<file path="src/rtl/fifo_pkg.sv">
// Shared FIFO definitions: error flag bundle and depth/count-width helpers.
package fifo_pkg;

   // Sticky error flags reported by the FIFO
   typedef struct packed {
      logic overflow;
      logic underflow;
   } fifo_err_t;

   // Number of entries for a given address width
   function automatic int depth(input int asize);
      return 1 << asize;
   endfunction

   // Width of the occupancy count (must represent 0..DEPTH inclusive)
   function automatic int cnt_w(input int asize);
      return asize + 1;
   endfunction

endpackage

</file>
<file path="src/rtl/fifo_mem.sv">
// DEPTH x DSIZE storage: synchronous write port, asynchronous read port.
module fifo_mem
   import fifo_pkg::*;
#(
   parameter int DSIZE = 8,
   parameter int ASIZE = 4
) (
   input  logic             clk_i,
   input  logic             we_i,
   input  logic [ASIZE-1:0] waddr_i,
   input  logic [DSIZE-1:0] wdata_i,
   input  logic [ASIZE-1:0] raddr_i,
   output logic [DSIZE-1:0] rdata_o
);

   localparam int DEPTH = depth(ASIZE);

   logic [DSIZE-1:0] mem_q [DEPTH];

   // Write port; contents are deliberately not reset or flushed
   always_ff @(posedge clk_i) begin
      if (we_i) mem_q[waddr_i] <= wdata_i;
   end

   assign rdata_o = mem_q[raddr_i];

endmodule

</file>
<file path="src/rtl/sync_fifo_prog.sv">
// Single-clock FIFO with FWFT/registered read, occupancy count,
// programmable almost thresholds, sticky errors and synchronous flush.
module sync_fifo_prog
   import fifo_pkg::*;
#(
   parameter int DSIZE = 8,
   parameter int ASIZE = 4,
   parameter int FWFT  = 1
) (
   input  logic             clk,
   input  logic             rst_n,
   input  logic [DSIZE-1:0] wdata,
   input  logic             winc,
   input  logic             rinc,
   input  logic             flush,
   input  logic             clr_err,
   input  logic [ASIZE:0]   af_thresh,
   input  logic [ASIZE:0]   ae_thresh,
   output logic [DSIZE-1:0] rdata,
   output logic             rvalid,
   output logic             wfull,
   output logic             rempty,
   output logic             almost_full,
   output logic             almost_empty,
   output logic [ASIZE:0]   count,
   output logic             overflow,
   output logic             underflow
);

   localparam int            CW      = cnt_w(ASIZE);
   localparam logic [CW-1:0] DEPTH_C = CW'(depth(ASIZE));

   logic [CW-1:0]    wptr_q, wptr_d;
   logic [CW-1:0]    rptr_q, rptr_d;
   logic [CW-1:0]    cnt;
   fifo_err_t        err_q, err_d;
   logic             pop_ok, push_ok, mem_we;
   logic             ovf_evt, unf_evt;
   logic [DSIZE-1:0] mem_rd;

   // Occupancy is the pointer distance; the extra MSB disambiguates full vs empty
   assign cnt          = wptr_q - rptr_q;
   assign count        = cnt;
   assign rempty       = (cnt == '0);
   assign wfull        = (cnt == DEPTH_C);
   assign almost_full  = (cnt >= af_thresh);
   assign almost_empty = (cnt <= ae_thresh);

   // A pop on a full FIFO frees the slot for a same-cycle push
   assign pop_ok  = rinc && !rempty;
   assign push_ok = winc && (!wfull || pop_ok);
   assign mem_we  = push_ok && !flush;

   // Flush suppresses both the transfer and any error it would have raised
   assign ovf_evt = winc && !push_ok && !flush;
   assign unf_evt = rinc && rempty && !flush;

   // Next pointers and error flags; a new error beats a same-cycle clear
   always_comb begin
      wptr_d = wptr_q;
      rptr_d = rptr_q;
      if (flush) begin
         wptr_d = '0;
         rptr_d = '0;
      end else begin
         if (push_ok) wptr_d = wptr_q + CW'(1);
         if (pop_ok)  rptr_d = rptr_q + CW'(1);
      end
      err_d.overflow  = (err_q.overflow  && !clr_err) || ovf_evt;
      err_d.underflow = (err_q.underflow && !clr_err) || unf_evt;
   end

   // Pointer and error state
   always_ff @(posedge clk or negedge rst_n) begin
      if (!rst_n) begin
         wptr_q <= '0;
         rptr_q <= '0;
         err_q  <= '0;
      end else begin
         wptr_q <= wptr_d;
         rptr_q <= rptr_d;
         err_q  <= err_d;
      end
   end

   assign overflow  = err_q.overflow;
   assign underflow = err_q.underflow;

   fifo_mem #(
      .DSIZE(DSIZE),
      .ASIZE(ASIZE)
   ) u_mem (
      .clk_i   (clk),
      .we_i    (mem_we),
      .waddr_i (wptr_q[ASIZE-1:0]),
      .wdata_i (wdata),
      .raddr_i (rptr_q[ASIZE-1:0]),
      .rdata_o (mem_rd)
   );

   if (FWFT != 0) begin : g_fwft
      // Head word is visible directly; zero while empty
      assign rdata  = rempty ? '0 : mem_rd;
      assign rvalid = 1'b0;
   end else begin : g_reg
      logic [DSIZE-1:0] rdata_q, rdata_d;
      logic             rvalid_q, rvalid_d;
      logic             rd_en;

      assign rd_en    = pop_ok && !flush;
      assign rdata_d  = rd_en ? mem_rd : rdata_q;
      assign rvalid_d = rd_en;

      // Registered read: capture the head on an accepted pop, hold otherwise
      always_ff @(posedge clk or negedge rst_n) begin
         if (!rst_n) begin
            rdata_q  <= '0;
            rvalid_q <= 1'b0;
         end else begin
            rdata_q  <= rdata_d;
            rvalid_q <= rvalid_d;
         end
      end

      assign rdata  = rdata_q;
      assign rvalid = rvalid_q;
   end

endmodule

</file>
<file path="config.mk">
export PLATFORM = sky130hd
export DESIGN_NAME = sync_fifo_prog
export DESIGN_NICKNAME = d
export VERILOG_FILES = /design/src/rtl/fifo_pkg.sv /design/src/rtl/fifo_mem.sv /design/src/rtl/sync_fifo_prog.sv
export SDC_FILE = /design/constraint.sdc
export NUM_CORES = 1
export LEC_CHECK = 0
export ABC_CLOCK_PERIOD_IN_PS = 8700
export BUFFER_PORTS_ARGS = -buffer_cell sky130_fd_sc_hd__clkbuf_2
export CAP_MARGIN = 40
export CORE_MARGIN = 3
export CORE_UTILIZATION = 55
export CTS_CLUSTER_DIAMETER = 100
export CTS_CLUSTER_SIZE = 40
export DETAILED_ROUTE_END_ITERATION = 16
export PLACE_DENSITY = 0.74
export SYNTH_ARGS = -nofsm -noshare
export SYNTH_HDL_FRONTEND = slang
export SYNTH_HIERARCHICAL = 1
export SYNTH_SLANG_ARGS = --single-unit
</file>
<file path="constraint.sdc">
create_clock -name clk -period 8.7 [get_ports clk]
set_clock_uncertainty 0.15 [all_clocks]
set_input_delay 0.435 -clock clk [delete_from_list [all_inputs] [get_ports clk]]
set_output_delay 0.435 -clock clk [all_outputs]
set_load 0.1 [all_outputs]
</file>
==> impl_results.md <==
- Initial antenna violation count: 0
- CP Launch Type: flop
- H-tree depth: 4
- CP cell instances: buf_4, ha_1, fa_1, nand2b_1, a21oi_2, xor2_2, inv_2, nor2_1, buf_4, clkbuf_2
- Status: finished clean
- Crit-path most repeated cell: buf_4
- DRT Wirelength: 12.5 mm
- Top-area cell type share of the netlist area: 62.5%
- Yosys reg bits: 140
- Final design utilization: 67.4%
- Layout cells sized above 1: between 20% and 30%
- Synth top cells by count: 128 x edfxtp_1, 28 x nor2_1, 18 x mux4_2
- # nets final: 452
- Fill cells: 706
- Cell count after synthesis: 349
- PostCTS Resize Cnt: 0
- Die area: about 12000 µm²
- Synth area leader: edfxtp_1
- Die span in y: 112 µm
- Syn Area/Cell: 17.6 µm²
- Remaining DRCs: 0
- Ant diodes: 0
- Final Hold Viols: 0
- CORE AREA: 10600 µm²
- Worst EP required: between 8 and 9 ns
- Static Leak: 2.59 nW
- Max_cap viols: 0
- Crit end category: primary output
- CTS buffer count: 17
- Final period utilization: 53.4%
- DR iter-0 viols: 286
- Arr. time, crit path: 4.06 ns
- Worst path max stage delay: 0.48 ns
- WL/cell: 22.3 µm
- Max-slew violations: 0
- Number of flops mapped to enable cells by yosys: 128
- Setup repair bufs after CTS: 0
- Clock root cell: clkbuf_8
- Gr usage total: 21.5%
- GRT overflow: 0
- Reg clk slew, reported paths: 0.06 ns
- Vias in the first global route: 3502
- Fmax: 0.215 GHz
- Power density cells: 367 nW/µm²
- Crit path time final: between 4 and 5 ns
- Critical path's slowest cell: nor2_1
- Worst-Margin Slew: 0.894 ns
- Clock Tree Buf Depth: 2
- Hold Path Class: in2reg
- Starting Density: 58.0%
- FP Rows: 37
- Mapped cell area: a little over 6000 µm²
- Count leader, synth: edfxtp_1
- Total chip power: 2.62 mW
- Crit path buf inv count: 4
- Synth-to-Final Area Change: 16.3%
- Clock Sinks: 140
- Minimum hold slack: 0.0586 ns
- Antenna Nets Post-Route: 0
- Most used flip-flop cell after synthesis: edfxtp_1
- Synth top area cells: edfxtp_1 62%, mux4_2 6.6%, mux4_1 6.0%
- Setup CP Type: reg2out
- Vias/cell: around 5.9
- # port buffers: between 40 and 50
- Setup tns final: 0 ns
- Placed Instances: about 530
- Layout Cells excl Fill: 560
- Max-Slew Margin vs Limit: between 40% and 50%
- Critical path peak fanout: 36
- Post-synth net total: ~400
- Async S/R FF share, synth: between 8 and 9%
- Global-route wire length before repair: between 15 and 20 mm
- Critical path's top delay family: buffers and inverters
- RSZ-0062 raised after global routing: no
- Worst-skew pair later-pin latency: 0.51 ns
- Placer Congestion: 0.812
- Sequential share of the synthesized area: 67.4%
- CTS tree: yes
- Chip Width: 112 µm
- IO Pins: 44
- Final setup violation count: 0
- Maximum vdd drop: 0.468 mV
- Final HPWL DP: 7.54 mm
- Synth warn: 6
- Synth cell types: 44
- Via count: 3321
- Largest net degree at the start of global routing: 38
- Drt first pass iters: 4
-- state kept, by name, indices dropped and copies added, names as in the netlist --
name and cells:
rptr_q 5, overflow 1, u_mem/mem_q 128, wptr_q 5, underflow 1
-- through the flow --
stage,setup WS [ns],instance area [µm²]
floorplan,3.34,6150
global placement,4.28,6460
detailed placement,4.36,6520
CTS,4.00,7140
global route,3.83,7150
finish,4.05,7150
-- cell type report --
type	instances	area (µm²)	share of cell area, %
clock buffers	18	418	5.84
clock inverters	14	200	2.80
inverters	18	67.6	0.945
multi-input cells	178	1830	25.7
flip-flops and latches	140	4150	58.0
well taps	136	170	2.38
repair buffers	56	315	4.41
-- tightest hold or removal path: stages --
cell      delay [ns]
clkbuf_2        0.08
inv_1           0.06
a32o_1          0.11
-- placed cells by master, fill, tap and decap left out, types with 2 or more instances in the layout --
| master | count |
|---|---|
| bufinv_16 | 5 |
| clkinv_2 | 3 |
| nand3b_1 | 2 |
| mux4_1 | 14 |
| a21oi_1 | 6 |
| clkinvlp_4 | 2 |
| clkinv_1 | 3 |
| xor2_2 | 2 |
| or3_1 | 3 |
| buf_4 | 12 |
| edfxtp_1 | 128 |
| nand3_1 | 5 |
| mux2i_1 | 2 |
| nand2b_1 | 6 |
| nor2_1 | 28 |
| o21ai_0 | 5 |
| ha_1 | 16 |
| nand2_1 | 13 |
| mux4_2 | 18 |
| nor3_1 | 5 |
| xor2_1 | 4 |
| clkbuf_16 | 16 |
| a32o_1 | 2 |
| o21ai_2 | 2 |
| inv_1 | 17 |
| clkbuf_2 | 42 |
| a22oi_1 | 16 |
| nor2b_1 | 13 |
| dfrtp_1 | 11 |
-- kinds of logic (layout without fill, tap and decap cells) --
family                     Yosys count  in the layout  share of synthesized area (%)
buffers and inverters               31            106                           2.81
xor gates and xnor gates             8              8                           1.51
muxes                               36             36                           13.4
and+or+nand+nor                     79             79                           6.51
AOI/OAI and AO/OA                   37             37                           4.72
other                                1              1                         0.0610
adders and majority gates           17             17                           3.58
DFF                                140            140                           67.4
-- routing by layer --
metal	wire length, µm	vias up	GRT usage [%]
li1	-	1494	-
met1	5090	1679	29.3
met2	6380	137	35.4
met3	868	11	4.51
met4	140	0	6.49
met5	0	-	0
-- timing repair --
item	4_1_cts	5_1_grt
endpoints found under the setup margin	0	0
endpoints found under the hold margin	12	0
hold buffers	1	0
-- path summary, 6_finish.rpt --
path,cells past startpoint,end,from,slack (ns)
setup / recovery,10,rempty,rptr_q[0],4.05
hold reg to reg,1,overflow,overflow,0.35
max in group asynchronous,2,rptr_q[0],rst_n,7.94
setup reg to reg,10,u_mem/mem_q[1][2],rptr_q[0],4.36
min in group asynchronous,2,underflow,rst_n,0.20
hold / removal,3,overflow,clr_err,0.06
-- where the power goes --
group / internal (mW) / switching (mW) / leakage [nW] / total [mW]
clock network: 0.490 / 0.261 / 0.297 / 0.751
logic: 0.273 / 0.838 / 0.978 / 1.11
registers: 0.752 / 0.0108 / 1.32 / 0.763
total: 1.51 / 1.11 / 2.59 / 2.62
(Power assumes the default switching activity.)
